--- config.mk ---
export PLATFORM = sky130hd
export DESIGN_NAME = usr_deser_flat
export DESIGN_NICKNAME = d
export VERILOG_FILES = /design/src/rtl/usr_deser_if.sv /design/src/rtl/usr_deser.sv /design/src/flat_wrapper.sv
export SDC_FILE = /design/constraint.sdc
export NUM_CORES = 1
export LEC_CHECK = 0
export CAP_MARGIN = 40
export CORE_AREA = 2 2 47 66
export DETAILED_ROUTE_END_ITERATION = 7
export DIE_AREA = 0 0 49 68
export GPL_ROUTABILITY_DRIVEN = 0
export PLACE_DENSITY = 0.64
export SYNTH_ARGS = -nofsm -noshare
export SYNTH_HDL_FRONTEND = slang
export SYNTH_SLANG_ARGS = --single-unit
--- constraint.sdc ---
create_clock -name wb_clk_i -period 5 [get_ports wb_clk_i]
set_input_delay 1 -clock wb_clk_i [delete_from_list [all_inputs] [get_ports wb_clk_i]]
set_output_delay 1 -clock wb_clk_i [all_outputs]
set_load 0.01 [all_outputs]
--- src/rtl/usr_deser_if.sv ---
// Bundles the serial input, control and word-output handshake of usr_deser.
// The deserializer connects through the slave modport; its driver uses master.
interface usr_deser_if #(
    parameter int WIDTH = 4
);
    logic             ser_in;
    logic             ser_valid;
    logic [1:0]       dir;
    logic             clr;
    logic [WIDTH-1:0] word_o;
    logic             word_valid;
    logic             word_ready;
    logic             overrun;
    logic             parity_err;
    logic             busy;

    modport master (
        output ser_in, ser_valid, dir, clr, word_ready,
        input  word_o, word_valid, overrun, parity_err, busy
    );

    modport slave (
        input  ser_in, ser_valid, dir, clr, word_ready,
        output word_o, word_valid, overrun, parity_err, busy
    );
endinterface

--- src/rtl/usr_deser.sv ---
// Serial-to-parallel receiver with a one-entry valid/ready output register.
// Optional feature macro: PARITY_CHECK_EN (adds a trailing even-parity bit per word).
module usr_deser #(
    parameter int WIDTH = 4,
    parameter int CNT_W = 3
) (
    input  logic        wb_clk_i,
    input  logic        wb_rst_i,
    usr_deser_if.slave  bus
);

`ifdef PARITY_CHECK_EN
    typedef enum logic [1:0] {ST_IDLE = 2'd0, ST_SHIFT = 2'd1, ST_PAR = 2'd2} state_t;
`else
    typedef enum logic [1:0] {ST_IDLE = 2'd0, ST_SHIFT = 2'd1} state_t;
`endif

    localparam logic [1:0] DIR_MSB   = 2'b10;
    localparam logic [1:0] DIR_LSB   = 2'b01;
    localparam logic [1:0] DIR_ABORT = 2'b11;

    state_t             state_r, state_nxt_s;
    logic [WIDTH-1:0]   shreg_r, shreg_nxt_s;
    logic [CNT_W-1:0]   bit_cnt_r, bit_cnt_nxt_s;
    logic [1:0]         dir_q_r, dir_q_nxt_s;
    logic [WIDTH-1:0]   word_r;
    logic               word_valid_r;
    logic               overrun_r;
    logic               parity_err_r;
    logic               busy_r;
    logic               bit_ok_s;
    logic               complete_s;
    logic [WIDTH-1:0]   done_word_s;
    logic               perr_s;

    function automatic logic [WIDTH-1:0] shift_in(input logic [WIDTH-1:0] s,
                                                  input logic [1:0] d,
                                                  input logic b);
        logic [WIDTH-1:0] r;
        if (d == DIR_MSB) begin
            r = {s[WIDTH-2:0], b};
        end else begin
            r = {b, s[WIDTH-1:1]};
        end
        return r;
    endfunction

`ifdef PARITY_CHECK_EN
    function automatic logic even_par(input logic [WIDTH-1:0] d);
        return ^d;
    endfunction
`endif

    assign bit_ok_s = bus.ser_valid && ((bus.dir == DIR_MSB) || (bus.dir == DIR_LSB));

    // Next-state logic: bit acceptance, abort, clear and word completion
    always_comb begin
        state_nxt_s   = state_r;
        shreg_nxt_s   = shreg_r;
        bit_cnt_nxt_s = bit_cnt_r;
        dir_q_nxt_s   = dir_q_r;
        complete_s    = 1'b0;
        done_word_s   = shreg_r;
        perr_s        = 1'b0;
        if (bus.clr) begin
            state_nxt_s   = ST_IDLE;
            shreg_nxt_s   = {WIDTH{1'b0}};
            bit_cnt_nxt_s = {CNT_W{1'b0}};
        end else begin
            case (state_r)
                ST_IDLE: begin
                    if (bit_ok_s) begin
                        shreg_nxt_s   = shift_in(shreg_r, bus.dir, bus.ser_in);
                        dir_q_nxt_s   = bus.dir;
                        bit_cnt_nxt_s = CNT_W'(1);
                        state_nxt_s   = ST_SHIFT;
                    end else begin
                        state_nxt_s = ST_IDLE;
                    end
                end
                ST_SHIFT: begin
                    if (bus.dir == DIR_ABORT) begin
                        shreg_nxt_s   = {WIDTH{1'b0}};
                        bit_cnt_nxt_s = {CNT_W{1'b0}};
                        state_nxt_s   = ST_IDLE;
                    end else if (bit_ok_s) begin
                        shreg_nxt_s = shift_in(shreg_r, dir_q_r, bus.ser_in);
                        if (bit_cnt_r == CNT_W'(WIDTH - 1)) begin
`ifdef PARITY_CHECK_EN
                            bit_cnt_nxt_s = CNT_W'(WIDTH);
                            state_nxt_s   = ST_PAR;
`else
                            complete_s    = 1'b1;
                            done_word_s   = shift_in(shreg_r, dir_q_r, bus.ser_in);
                            bit_cnt_nxt_s = {CNT_W{1'b0}};
                            state_nxt_s   = ST_IDLE;
`endif
                        end else begin
                            bit_cnt_nxt_s = bit_cnt_r + CNT_W'(1);
                        end
                    end else begin
                        state_nxt_s = ST_SHIFT;
                    end
                end
`ifdef PARITY_CHECK_EN
                ST_PAR: begin
                    if (bus.dir == DIR_ABORT) begin
                        shreg_nxt_s   = {WIDTH{1'b0}};
                        bit_cnt_nxt_s = {CNT_W{1'b0}};
                        state_nxt_s   = ST_IDLE;
                    end else if (bit_ok_s) begin
                        complete_s    = 1'b1;
                        done_word_s   = shreg_r;
                        perr_s        = even_par(shreg_r) ^ bus.ser_in;
                        bit_cnt_nxt_s = {CNT_W{1'b0}};
                        state_nxt_s   = ST_IDLE;
                    end else begin
                        state_nxt_s = ST_PAR;
                    end
                end
`endif
                default: begin
                    state_nxt_s   = ST_IDLE;
                    shreg_nxt_s   = {WIDTH{1'b0}};
                    bit_cnt_nxt_s = {CNT_W{1'b0}};
                end
            endcase
        end
    end

    // State, shift register and one-entry output register
    always_ff @(posedge wb_clk_i) begin
        if (wb_rst_i) begin
            state_r      <= ST_IDLE;
            shreg_r      <= {WIDTH{1'b0}};
            bit_cnt_r    <= {CNT_W{1'b0}};
            dir_q_r      <= 2'b00;
            word_r       <= {WIDTH{1'b0}};
            word_valid_r <= 1'b0;
            overrun_r    <= 1'b0;
            parity_err_r <= 1'b0;
            busy_r       <= 1'b0;
        end else begin
            state_r   <= state_nxt_s;
            shreg_r   <= shreg_nxt_s;
            bit_cnt_r <= bit_cnt_nxt_s;
            dir_q_r   <= dir_q_nxt_s;
            busy_r    <= (state_nxt_s != ST_IDLE);
            // A pending word that is being consumed frees the slot for a new one
            if (complete_s) begin
                if (!word_valid_r || bus.word_ready) begin
                    word_r       <= done_word_s;
                    word_valid_r <= 1'b1;
                    parity_err_r <= perr_s;
                end else begin
                    overrun_r <= 1'b1;
                end
            end else if (word_valid_r && bus.word_ready) begin
                word_valid_r <= 1'b0;
            end else begin
                word_valid_r <= word_valid_r;
            end
            if (bus.clr) begin
                overrun_r <= 1'b0;
            end
        end
    end

    assign bus.word_o     = word_r;
    assign bus.word_valid = word_valid_r;
    assign bus.overrun    = overrun_r;
    assign bus.parity_err = parity_err_r;
    assign bus.busy       = busy_r;

endmodule

--- src/flat_wrapper.sv ---
// flat-port wrapper written by rule: the top's interface ports become plain ports
module usr_deser_flat 
#(
    parameter int WIDTH = 4,
    parameter int CNT_W = 3
)
  (wb_clk_i, wb_rst_i, bus_ser_in, bus_ser_valid, bus_dir, bus_clr, bus_word_ready, bus_word_o, bus_word_valid, bus_overrun, bus_parity_err, bus_busy);
  usr_deser_if #(.WIDTH(WIDTH)) bus_i ();
  input  logic wb_clk_i;
  input  logic wb_rst_i;
  input wire logic [$bits(bus_i.ser_in)-1:0] bus_ser_in;
  input wire logic [$bits(bus_i.ser_valid)-1:0] bus_ser_valid;
  input wire logic [$bits(bus_i.dir)-1:0] bus_dir;
  input wire logic [$bits(bus_i.clr)-1:0] bus_clr;
  input wire logic [$bits(bus_i.word_ready)-1:0] bus_word_ready;
  output wire logic [$bits(bus_i.word_o)-1:0] bus_word_o;
  output wire logic [$bits(bus_i.word_valid)-1:0] bus_word_valid;
  output wire logic [$bits(bus_i.overrun)-1:0] bus_overrun;
  output wire logic [$bits(bus_i.parity_err)-1:0] bus_parity_err;
  output wire logic [$bits(bus_i.busy)-1:0] bus_busy;
  assign bus_i.ser_in = bus_ser_in;
  assign bus_i.ser_valid = bus_ser_valid;
  assign bus_i.dir = bus_dir;
  assign bus_i.clr = bus_clr;
  assign bus_i.word_ready = bus_word_ready;
  assign bus_word_o = bus_i.word_o;
  assign bus_word_valid = bus_i.word_valid;
  assign bus_overrun = bus_i.overrun;
  assign bus_parity_err = bus_i.parity_err;
  assign bus_busy = bus_i.busy;
  usr_deser #(.WIDTH(WIDTH), .CNT_W(CNT_W)) u_core (.wb_clk_i(wb_clk_i), .wb_rst_i(wb_rst_i), .bus(bus_i));
endmodule
# ---- Yosys cells after proc, flatten, opt, wreduce, memory -nomap -nowiden
# Cells that the tools add are included.
dict set report word_totals {
  wordCells 64
  output_inout_bits 8
  regBits 18
}
dict set report classes {
  add_sub_neg 1
  n_eq_ne 9
  n_bitwise 2
  n_mux 30
  n_reduce_logical 14
}
# op count
set ops {}
lappend ops {{4-bit two-way mux} 10}
lappend ops {{3-bit two-way mux} 4}
lappend ops {{1-bit two-way mux} 9}
lappend ops {{2-bit two-way mux} 4}
lappend ops {{4-bit case mux with 2 select lines} 1}
lappend ops {{2-bit AND reduction} 4}
lappend ops {{2-bit equality test (second input constant)} 3}
lappend ops {{3-bit case mux with 2 select lines} 1}
lappend ops {{2-bit by 1-bit equality test with 1-bit output (second input constant)} 2}
lappend ops {{2-bit case mux with 2 select lines} 1}
lappend ops {{2-bit nonzero test} 2}
lappend ops {{3-bit by 1-bit adder with 3-bit output (second input constant)} 1}
lappend ops {{3-bit by 2-bit equality test with 1-bit output (second input constant)} 1}
lappend ops {{3-bit by 1-bit inequality test with 1-bit output (second input constant)} 1}
lappend ops {{3-bit AND reduction} 1}
lappend ops {{1-bit logical AND} 2}
lappend ops {{2-bit logical NOT} 1}
lappend ops {{1-bit logical OR} 2}
lappend ops {{2-bit by 1-bit inequality test with 1-bit output (second input constant)} 1}
lappend ops {{2-bit inequality test (second input constant)} 1}
lappend ops {{1-bit inverter} 2}
lappend ops {{2-bit OR reduction} 1}
lappend ops {{1-bit logical NOT} 1}

# ---- Longest topological paths before layout
# Gate-level depths: netlist of the first run.
dict set report depth {
  ltp_word 9
  mapped_depth 7
}

# ---- Worst setup path after synthesis of the first run
# OpenSTA, ideal clock, no wires.
dict set report synth_path {
  kind {input port to flip-flop}
  start {input bus_dir[0]}
  end {register u_core.word_r[0] (netlist: u_core.bus.word_o[0])}
  path_slack_ns 2.516
  n_path_buf 0
  setup_ns 0.123
  arrival_ns 2.361
  stages 6
  cell_sequence {inv_1 ha_1 or3b_1 nor4b_4 mux2i_1 nor2_1}
}
dict set report synth_between {
  elab_chain_len 8
  elab_cells_between_ends 14
  classes_between {eq/ne (3); mux (8); reduce/logical (3)}
}
# item line
set synth_lines {}
lappend synth_lines {{start, declared} flat_wrapper.sv:13} ;# input wire logic [$bits(bus_i.dir)-1:0] bus_dir;
lappend synth_lines {{2-bit equality test / 2-bit by 1-bit equality test with 1-bit output (equally long branches)} usr_deser.sv:54} ;# assign bit_ok_s = bus.ser_valid && ((bus.dir == DIR_MSB) || (bus.dir == DIR_LSB));
lappend synth_lines {{1-bit logical OR} usr_deser.sv:54}
lappend synth_lines {{1-bit logical AND} usr_deser.sv:54}
lappend synth_lines {{1-bit two-way mux} usr_deser.sv:86} ;# end else if (bit_ok_s) begin
lappend synth_lines {{1-bit two-way mux} usr_deser.sv:82} ;# if (bus.dir == DIR_ABORT) begin
lappend synth_lines {{1-bit two-way mux} usr_deser.sv:70} ;# case (state_r)
lappend synth_lines {{1-bit two-way mux} usr_deser.sv:65} ;# if (bus.clr) begin
lappend synth_lines {{2-bit AND reduction (no line)} n/a}
lappend synth_lines {{end signal, assigned} usr_deser.sv:138} ;# word_r <= {WIDTH{1'b0}};
lappend synth_lines {{end signal, assigned} usr_deser.sv:152} ;# word_r <= done_word_s;
lappend synth_lines {{end, declared} usr_deser.sv:26} ;# logic [WIDTH-1:0] word_r;
# Several ways; a longest one is shown, not always the timed one.
# A chain may end at the register's enable or synchronous reset.

# ---- Worst setup path in the final report of the first run
# Same ends and word-level chain as after synthesis.

==> results.md, run 1 <==
* Status: completed
* Final ANT Viol Nets at 0
* Post-synth top flop: dfxtp_1
* WS Path Type: in -> reg
* GR Overflow Total at 0
* WL per Instance at 12.9 microns
* Pin slew with the least headroom to its limit at 0.764 ns
* FP Rows at 23
* Ys Warns at 0
* Worst-Skew Late Latency at 0.26 ns
* Post-synthesis cell type count at 31
* Critical R2R Capture: u_core.bus.word_o[0]
* RSZ-0062 raised after global routing: false
* Vias per cell at 5.03
* Inst Count DP at 147
* # hold bufs at CTS at 0
* Synth Area per Inst at 9.20 sq um
* Clock Sinks at 18
* Fin Setup TNS at 0 ns
* DRC viols at 0
* Starting Density at 0.333
* Design Power at 0.000296 W
* Share of layout cells above drive strength 1 at 0.105
* Clk pin slew, worst setup/hold paths at 0.07 ns
* Non-Filler Instances at 151
* Area grow syn2layout at 23.4%
* CTS root buffer: clkbuf_8
* Combinational Power Share at 0.099
* R2r worst-path depth at 4
* Slew margin rel. at 0.490
* Worst Hold Class: reg -> reg
* Port buffer count at 14
* CTS tree: yes
* Worst Setup Start Kind: primary input
* Die area at 3330 sq um
* Ant. Diodes at 0
* First-pass GRT wire length at 3.34 mm
* Via Count at 759
* 1st-pass router iterations at 4
* Final hold vios at 0
* # IOs at 16
* Part of the power in registers at 0.500
* Syn Inst Count at 101
* Routed WL at 1.96 mm
* Resize count post-CTS at 0
* Tmin final at 2.85 ns
* Util after Layout at 0.411
* Setup Buffers After CTS at 0
* Fraction of registers with async set/reset at 0
* Synthesized area at 930 sq um
* Drt initial violations at 11
* Reg2reg setup slack at 3.17 ns
* Core area at 2790 sq um
* Vias in the first global route at 801
* Pwr per Cell Area at 258 nW/um^2
* Switching Share at 0.225
* Nets@finish at 126
* Post-synthesis sequential area ratio at 0.388
* CP Data Required Time at 5.14 ns
* Initial antenna violation count at 0
* Worst setup path end: u_core.bus.word_o[0]
* Largest net degree at the start of global routing at 13
* Int Power at 0.000230 W
* Global Route Usage Sum at 0.135
* Clock Skews at 0.00278 ns
* Period utilization at 0.571
* Max VDD drop at 173 uV
* FF-to-FF Start: u_core.state_r[0]
* Die W at 49 microns
* Clk buf depth at 2
* Critical path data arrival time at 3.00 ns
* H-tree depth at 1
* Clock power share at 0.401
* Worst Setup SP: bus_dir[0]
* Dpl ws at 1.86 ns
* Fmax at 0.350 GHz
* #FFs+latches synth at 18
* Final setup viols at 0
* Worst-path fanout max at 4
* NetSw at 0.0000668 W
* Placed wire-length estimate at 1.54 mm
* Final WS setup at 2.15 ns
* Max_cap viols at 0
* Lkg Pwr at 0.426 nW
* Setup crit end kind: flop
* Post-synth EDFFs at 0
* Slew Limit Fails at 0
* DIE HEIGHT at 68 microns
* CTS buffer count at 3
[routing by layer]
layer / track usage / vias to the layer above / wire length [microns]
li1: - / 381 / -
met1: 0.124 / 351 / 816
met2: 0.260 / 18 / 988
met3: 0.0240 / 9 / 65
met4: 0.114 / 0 / 84
met5: 0 / - / 0
[placed cells by master (no fill, tap or decap), drive strengths merged]
cell type	n
a211oi	2
a21oi	3
a221oi	2
and2	1
and4b	1
clkbuf	4
clkdlybuf4s50	14
conb	2
dfxtp	18
ha	3
inv	1
mux2	4
mux2i	10
nand2	3
nand2b	4
nand3b	1
nand4	1
nor2	15
nor2b	2
nor3	8
nor3b	3
nor4b	1
o21ai	3
o21ba	2
o31a	1
or2	1
or3	2
or3b	2
[state kept, by name, indices dropped and copies added (netlist names)]
signal / count
u_core.bit_cnt_r: 3
u_core.bus.busy: 1
u_core.bus.overrun: 1
u_core.bus.word_o: 4
u_core.bus.word_valid: 1
u_core.dir_q_r: 2
u_core.shreg_r: 4
u_core.state_r: 2
[synthesized netlist by cell type (2+ instances only)]
cell,number,share of area
nor3b_1,3,0.024
nand2b_1,4,0.027
a211oi_1,2,0.016
nor3_1,8,0.043
a21oi_1,3,0.016
or3_1,2,0.013
clkbuf_1,4,0.016
a221oi_1,2,0.019
dfxtp_1,18,0.39
nor2_1,15,0.061
ha_1,3,0.040
mux2_2,4,0.048
o21ai_0,3,0.016
nor2b_1,2,0.013
mux2i_1,10,0.11
nand2_1,3,0.012
[worst min-delay path by stage]
stage                   startpoint             endpoint  slack (ns)  cells after the start
4_1_cts        u_core.bit_cnt_r[1]  u_core.bit_cnt_r[1]        0.46                      2
6_report       u_core.bit_cnt_r[1]  u_core.bit_cnt_r[1]        0.46                      2
3_5_place_dp   u_core.bit_cnt_r[1]  u_core.bit_cnt_r[1]        0.45                      2
3_3_place_gp   u_core.bit_cnt_r[1]  u_core.bit_cnt_r[1]        0.45                      2
5_1_grt        u_core.bit_cnt_r[2]  u_core.bit_cnt_r[2]        0.49                      1
2_1_floorplan  u_core.bit_cnt_r[1]  u_core.bit_cnt_r[1]        0.44                      2
[power by group through the flow]
stage / sequential, W / clock [W] / combinational [W]
2_1_floorplan: 0.000150 / 0 / 0.0000202
4_1_cts: 0.000148 / 0.000122 / 0.0000292
5_1_grt: 0.000148 / 0.000129 / 0.0000322
3_5_place_dp: 0.000151 / 0 / 0.0000290
6_report: 0.000148 / 0.000119 / 0.0000293
3_3_place_gp: 0.000151 / 0 / 0.0000285
[cell families (layout without fill, tap and decap cells)]
kind of cell / after synthesis / after routing / share of synthesized area
buffers and inverters: 7 / 19 / 0.0336
adders and majority gates: 3 / 3 / 0.0404
muxes: 14 / 14 / 0.156
and+or+nand+nor: 45 / 45 / 0.280
other: 1 / 2 / 0.00403
DFF: 18 / 18 / 0.388
AOI/OAI and AO/OA: 13 / 13 / 0.0982
[per-stage QoR]
step / hold WS, ns / area [sq um]
6_report: 0.456 / 1150
5_1_grt: 0.487 / 1150
4_1_cts: 0.461 / 1150
3_5_place_dp: 0.452 / 1090
3_3_place_gp: 0.448 / 1090
2_1_floorplan: 0.436 / 933
[worst max-delay path, stage by stage]
cell	delay [ns]
clkdlybuf4s50_1	0.50
inv_1	0.06
ha_1	0.31
or3b_1	0.44
nor4b_4	0.39
mux2i_1	0.24
nor2_1	0.05
[cell type report]
class	instances	area, sq um
fillers	283	1640
clock buffers	4	55.1
flip-flops and latches	18	360
inverters	1	3.75
multi-input cells	77	542
repair buffers	14	140
well taps	37	46.3
(Power assumes the default switching activity.)
==> run 2: changes to the inputs <==
clock period = 2.8 ns   (was 5 ns; I/O delays follow)
==> run 2 against run 1 <==
Effect of this change: flip-flop and latch count stayed put; clock skew grew 0.0022 ns; global-route usage rose by 0.42 points; clock-buffer cell count is the same; routed wire length is 2.7% higher; core utilization is 0.54 points higher; final cell count is 1.3% higher; via count increased by 0.53%; hold slack worse by 0.0019 ns; critical path type unchanged; largest power group unchanged; highest routed layer unchanged.
==> results.md, run 2 (synthesized netlist as in run 1, its figures left out) <==
* Vias per cell at 4.99
* FF-to-FF Start: u_core.state_r[0]
* Initial antenna violation count at 0
* Routed WL at 2.01 mm
* Share of layout cells above drive strength 1 at 0.121
* Via Count at 763
* Final setup viols at 0
* Period utilization at 0.863
* GR Overflow Total at 0
* CTS tree: yes
* WL per Instance at 13.1 microns
* Commonest cells after routing, fill and taps aside: 18 x dfxtp_1, 15 x nor2_1, 14 x clkdlybuf4s50_1
* Pwr per Cell Area at 457 nW/um^2
* Port buffer count at 14
* Drt initial violations at 28
* Fmax at 0.414 GHz
* Worst Hold Class: reg -> reg
* Vias in the first global route at 774
* Hold path endpoint: u_core.bit_cnt_r[1]
* Fin Setup TNS at 0 ns
* CTS buffer count at 3
* Starting Density at 0.333
* WS Path Type: in -> reg
* Placement Cell Area at 1110 sq um
* Placed wire-length estimate at 1.54 mm
* FP Rows at 23
* Area grow syn2layout at 25.0%
* Clk pin slew, worst setup/hold paths at 0.07 ns
* Slew Limit Fails at 0
* Status: completed
* Critical R2R Capture: u_core.bus.word_o[0]
* Fin area at 1160 sq um
* Setup crit end kind: flop
* Hold WS at 0.454 ns
* DIE HEIGHT at 68 microns
* Max VDD drop at 311 uV
* Worst Setup Start Kind: primary input
* First-pass GRT wire length at 3.37 mm
* Resize count post-CTS at 0
* Lkg Pwr at 0.436 nW
* Largest net degree at the start of global routing at 13
* R2r worst-path depth at 4
* Filler instances at 270
* Global Route Usage Sum at 0.139
* H-tree depth at 1
* Worst-Skew Late Latency at 0.26 ns
* Worst-path fanout max at 4
* Tmin final at 2.42 ns
* 1st-pass router iterations at 4
* Die area at 3330 sq um
* Clk buf depth at 2
* Commonest non-fill, non-tap cell in the layout: dfxtp_1
* Setup Buffers After CTS at 0
* Clock Sinks at 18
* Nets@finish at 128
* # hold bufs at CTS at 0
* RSZ-0062 raised after global routing: false
* Reg2reg setup slack at 0.96 ns
* Clock Skews at 0.00499 ns
* Ant. Diodes at 0
* Util after Layout at 0.416
* Core area at 2790 sq um
* Hold Crit Start: u_core.bit_cnt_r[1]
* CTS root buffer: clkbuf_8
* Critical path data arrival time at 2.56 ns
* Hold Crit Depth at 2
* Final hold vios at 0
* # IOs at 16
* Max_cap viols at 0
* Die W at 49 microns
* DRC viols at 0
* CP Data Required Time at 2.95 ns
* Final ANT Viol Nets at 0
run 2: report_power, final:
part	leakage (nW)	switching (W)	internal, W
sequential	0.146	0.00000500	0.000260
clock	0.0288	0.0000874	0.000125
combinational	0.262	0.0000273	0.0000267
run 2: worst max-delay path: stages:
cell and delay [ns]:
clkdlybuf4s50_1 0.50, inv_1 0.06, ha_1 0.31, or3b_1 0.45, nor4b_4 0.38, mux2i_1 0.25, nor2_1 0.05
run 2: worst max path at each step:
stage          slack [ns]                    to       start  cells after the start
2_1_floorplan        0.76  u_core.bus.word_o[0]  bus_dir[0]                      6
3_3_place_gp         0.15  u_core.bus.word_o[1]  bus_dir[0]                      7
3_5_place_dp          0.1  u_core.bus.word_o[0]  bus_dir[0]                      7
4_1_cts              0.37  u_core.bus.word_o[0]  bus_dir[0]                      7
5_1_grt              0.29  u_core.bus.word_o[0]  bus_dir[0]                      7
6_report             0.38  u_core.bus.word_o[0]  bus_dir[0]                      7
run 2: per-stage QoR:
stage               instances  setup WS, ns  total power [W]
finish                    153         0.382         0.000531
global route              153         0.293         0.000558
CTS                       153         0.370         0.000538
detailed placement        149        0.0956         0.000324
global placement          149         0.147         0.000323
floorplan                 102         0.756         0.000303
run 2: routing by layer:
layer  track usage  share of wire  up-vias
li1              -              -      386
met1         0.132           0.43      356
met2         0.265           0.50       14
met3        0.0240          0.030        7
met4         0.114          0.037        0
met5             0              0        -
run 2: final cells by class:
cell class	count	area (sq um)	share of cell area
Tap cell	37	46.3	0.0398
Timing Repair Buffer	16	155	0.133
Clock buffer	4	55.1	0.0474
Inverter	1	3.75	0.00323
Sequential cell	18	360	0.310
Multi-Input combinational cell	77	542	0.466
==> run 3: changes to the inputs <==
CTS_BUF_LIST = sky130_fd_sc_hd__clkbuf_4   (was default)
==> run 3 against run 2 <==
Effect of this change: core utilization down 1.0 points; non-clock buffer count unchanged; total power down 15%; first-iteration DRC count down 50%.
==> results.md, run 3 (synthesized netlist as in run 1, its figures left out) <==
* 1st-pass router iterations at 4
* # IOs at 16
* Largest net degree at the start of global routing at 13
* Starting Density at 0.333
* Vias per cell at 4.94
* Commonest cells after routing, fill and taps aside: 18 x dfxtp_1, 15 x nor2_1, 14 x clkdlybuf4s50_1
* Clk buf depth at 2
* Global Route Usage Sum at 0.136
* Setup Buffers After CTS at 0
* GR Overflow Total at 0
* Share of layout cells above drive strength 1 at 0.112
* Clock Skews at 0.00586 ns
* Switching Share at 0.250
* Int Power at 0.000338 W
* Worst-path fanout max at 4
* DRC viols at 0
* CP Data Required Time at 2.99 ns
* Resize count post-CTS at 0
* Part of the power in registers at 0.587
* Util after Layout at 0.406
* Clock power share at 0.294
* Via Count at 756
* Combinational Power Share at 0.119
* Max VDD drop at 285 uV
* Critical path data arrival time at 2.56 ns
* Max_cap viols at 0
* Clk pin slew, worst setup/hold paths at 0.10 ns
* Final hold vios at 0
* NetSw at 0.000113 W
* Period utilization at 0.847
* Worst Setup Start Kind: primary input
* WL per Instance at 12.9 microns
* Placement Cell Area at 1110 sq um
* FP Rows at 23
* Area grow syn2layout at 21.9%
* RSZ-0062 raised after global routing: false
* Non-Filler Instances at 153
* # hold bufs at CTS at 0
* Inst Count DP at 149
* CTS buffer count at 3
* Design Power at 0.000451 W
* WS Path Type: in -> reg
* DIE HEIGHT at 68 microns
* Die area at 3330 sq um
* Slew Limit Fails at 0
* Final ANT Viol Nets at 0
* Port buffer count at 14
* Tmin final at 2.37 ns
* Status: completed
* Commonest non-fill, non-tap cell in the layout: dfxtp_1
* Lkg Pwr at 0.423 nW
* CTS tree: yes
* Vias in the first global route at 772
* Drt initial violations at 14
* Setup crit end kind: flop
* Final setup viols at 0
* Clock Sinks at 18
* Pwr per Cell Area at 398 nW/um^2
* Worst-Skew Late Latency at 0.30 ns
* Fin Setup TNS at 0 ns
* Worst Hold Class: reg -> reg
* Nets@finish at 128
* Placed wire-length estimate at 1.54 mm
* Die W at 49 microns
* Fmax at 0.422 GHz
* H-tree depth at 1
* Initial antenna violation count at 0
* Fin area at 1130 sq um
* First-pass GRT wire length at 3.35 mm
* CTS root buffer: clkbuf_4
* Core area at 2790 sq um
* Ant. Diodes at 0
* Routed WL at 1.98 mm
-- run 3: critical path, stage by stage --
cell	delay, ns
clkdlybuf4s50_1	0.50
inv_1	0.06
ha_1	0.31
or3b_1	0.45
nor4b_4	0.38
mux2i_1	0.25
nor2_1	0.05
-- run 3: path summary, 6_finish.rpt --
path / from / endpoint / slack (ns) / cells after the start
worst min-delay path: u_core.bit_cnt_r[1] / u_core.bit_cnt_r[1] / 0.46 / 2
worst min register to register: u_core.bit_cnt_r[1] / u_core.bit_cnt_r[1] / 0.46 / 2
worst max-delay path: bus_dir[0] / u_core.bus.word_o[0] / 0.43 / 7
worst max register to register: u_core.state_r[0] / u_core.bus.word_o[0] / 0.96 / 4
-- run 3: layout make-up --
class	count	area, sq um
fillers	277	1660
repair buffers	16	155
well taps	37	46.3
flip-flops and latches	18	360
multi-input cells	77	542
clock inverters	1	3.75
inverters	1	3.75
clock buffers	3	22.5
-- run 3: stage by stage --
stage                     setup slack [ns]  hold slack (ns)
final                                0.429            0.460
after global routing                 0.343            0.488
after CTS                            0.417            0.467
after detailed placement            0.0956            0.452
after global placement               0.147            0.447
after floorplan                      0.756            0.436
-- run 3: per-layer routing --
layer  global-route usage  up-vias  routed length (microns)
li1                     -      385                        -
met1                0.132      348                      853
met2                0.264       16                      997
met3               0.0175        7                       57
met4                0.104        0                       71
met5                    0        -                        0
-- run 3: power groups by stage --
stage	sequential [W]	clock [W]	combinational [W]
after CTS	0.000264	0.000139	0.0000541
after detailed placement	0.000270	0	0.0000538
after global placement	0.000270	0	0.0000529
after floorplan	0.000267	0	0.0000360
after global routing	0.000266	0.000149	0.0000591
final	0.000265	0.000133	0.0000538
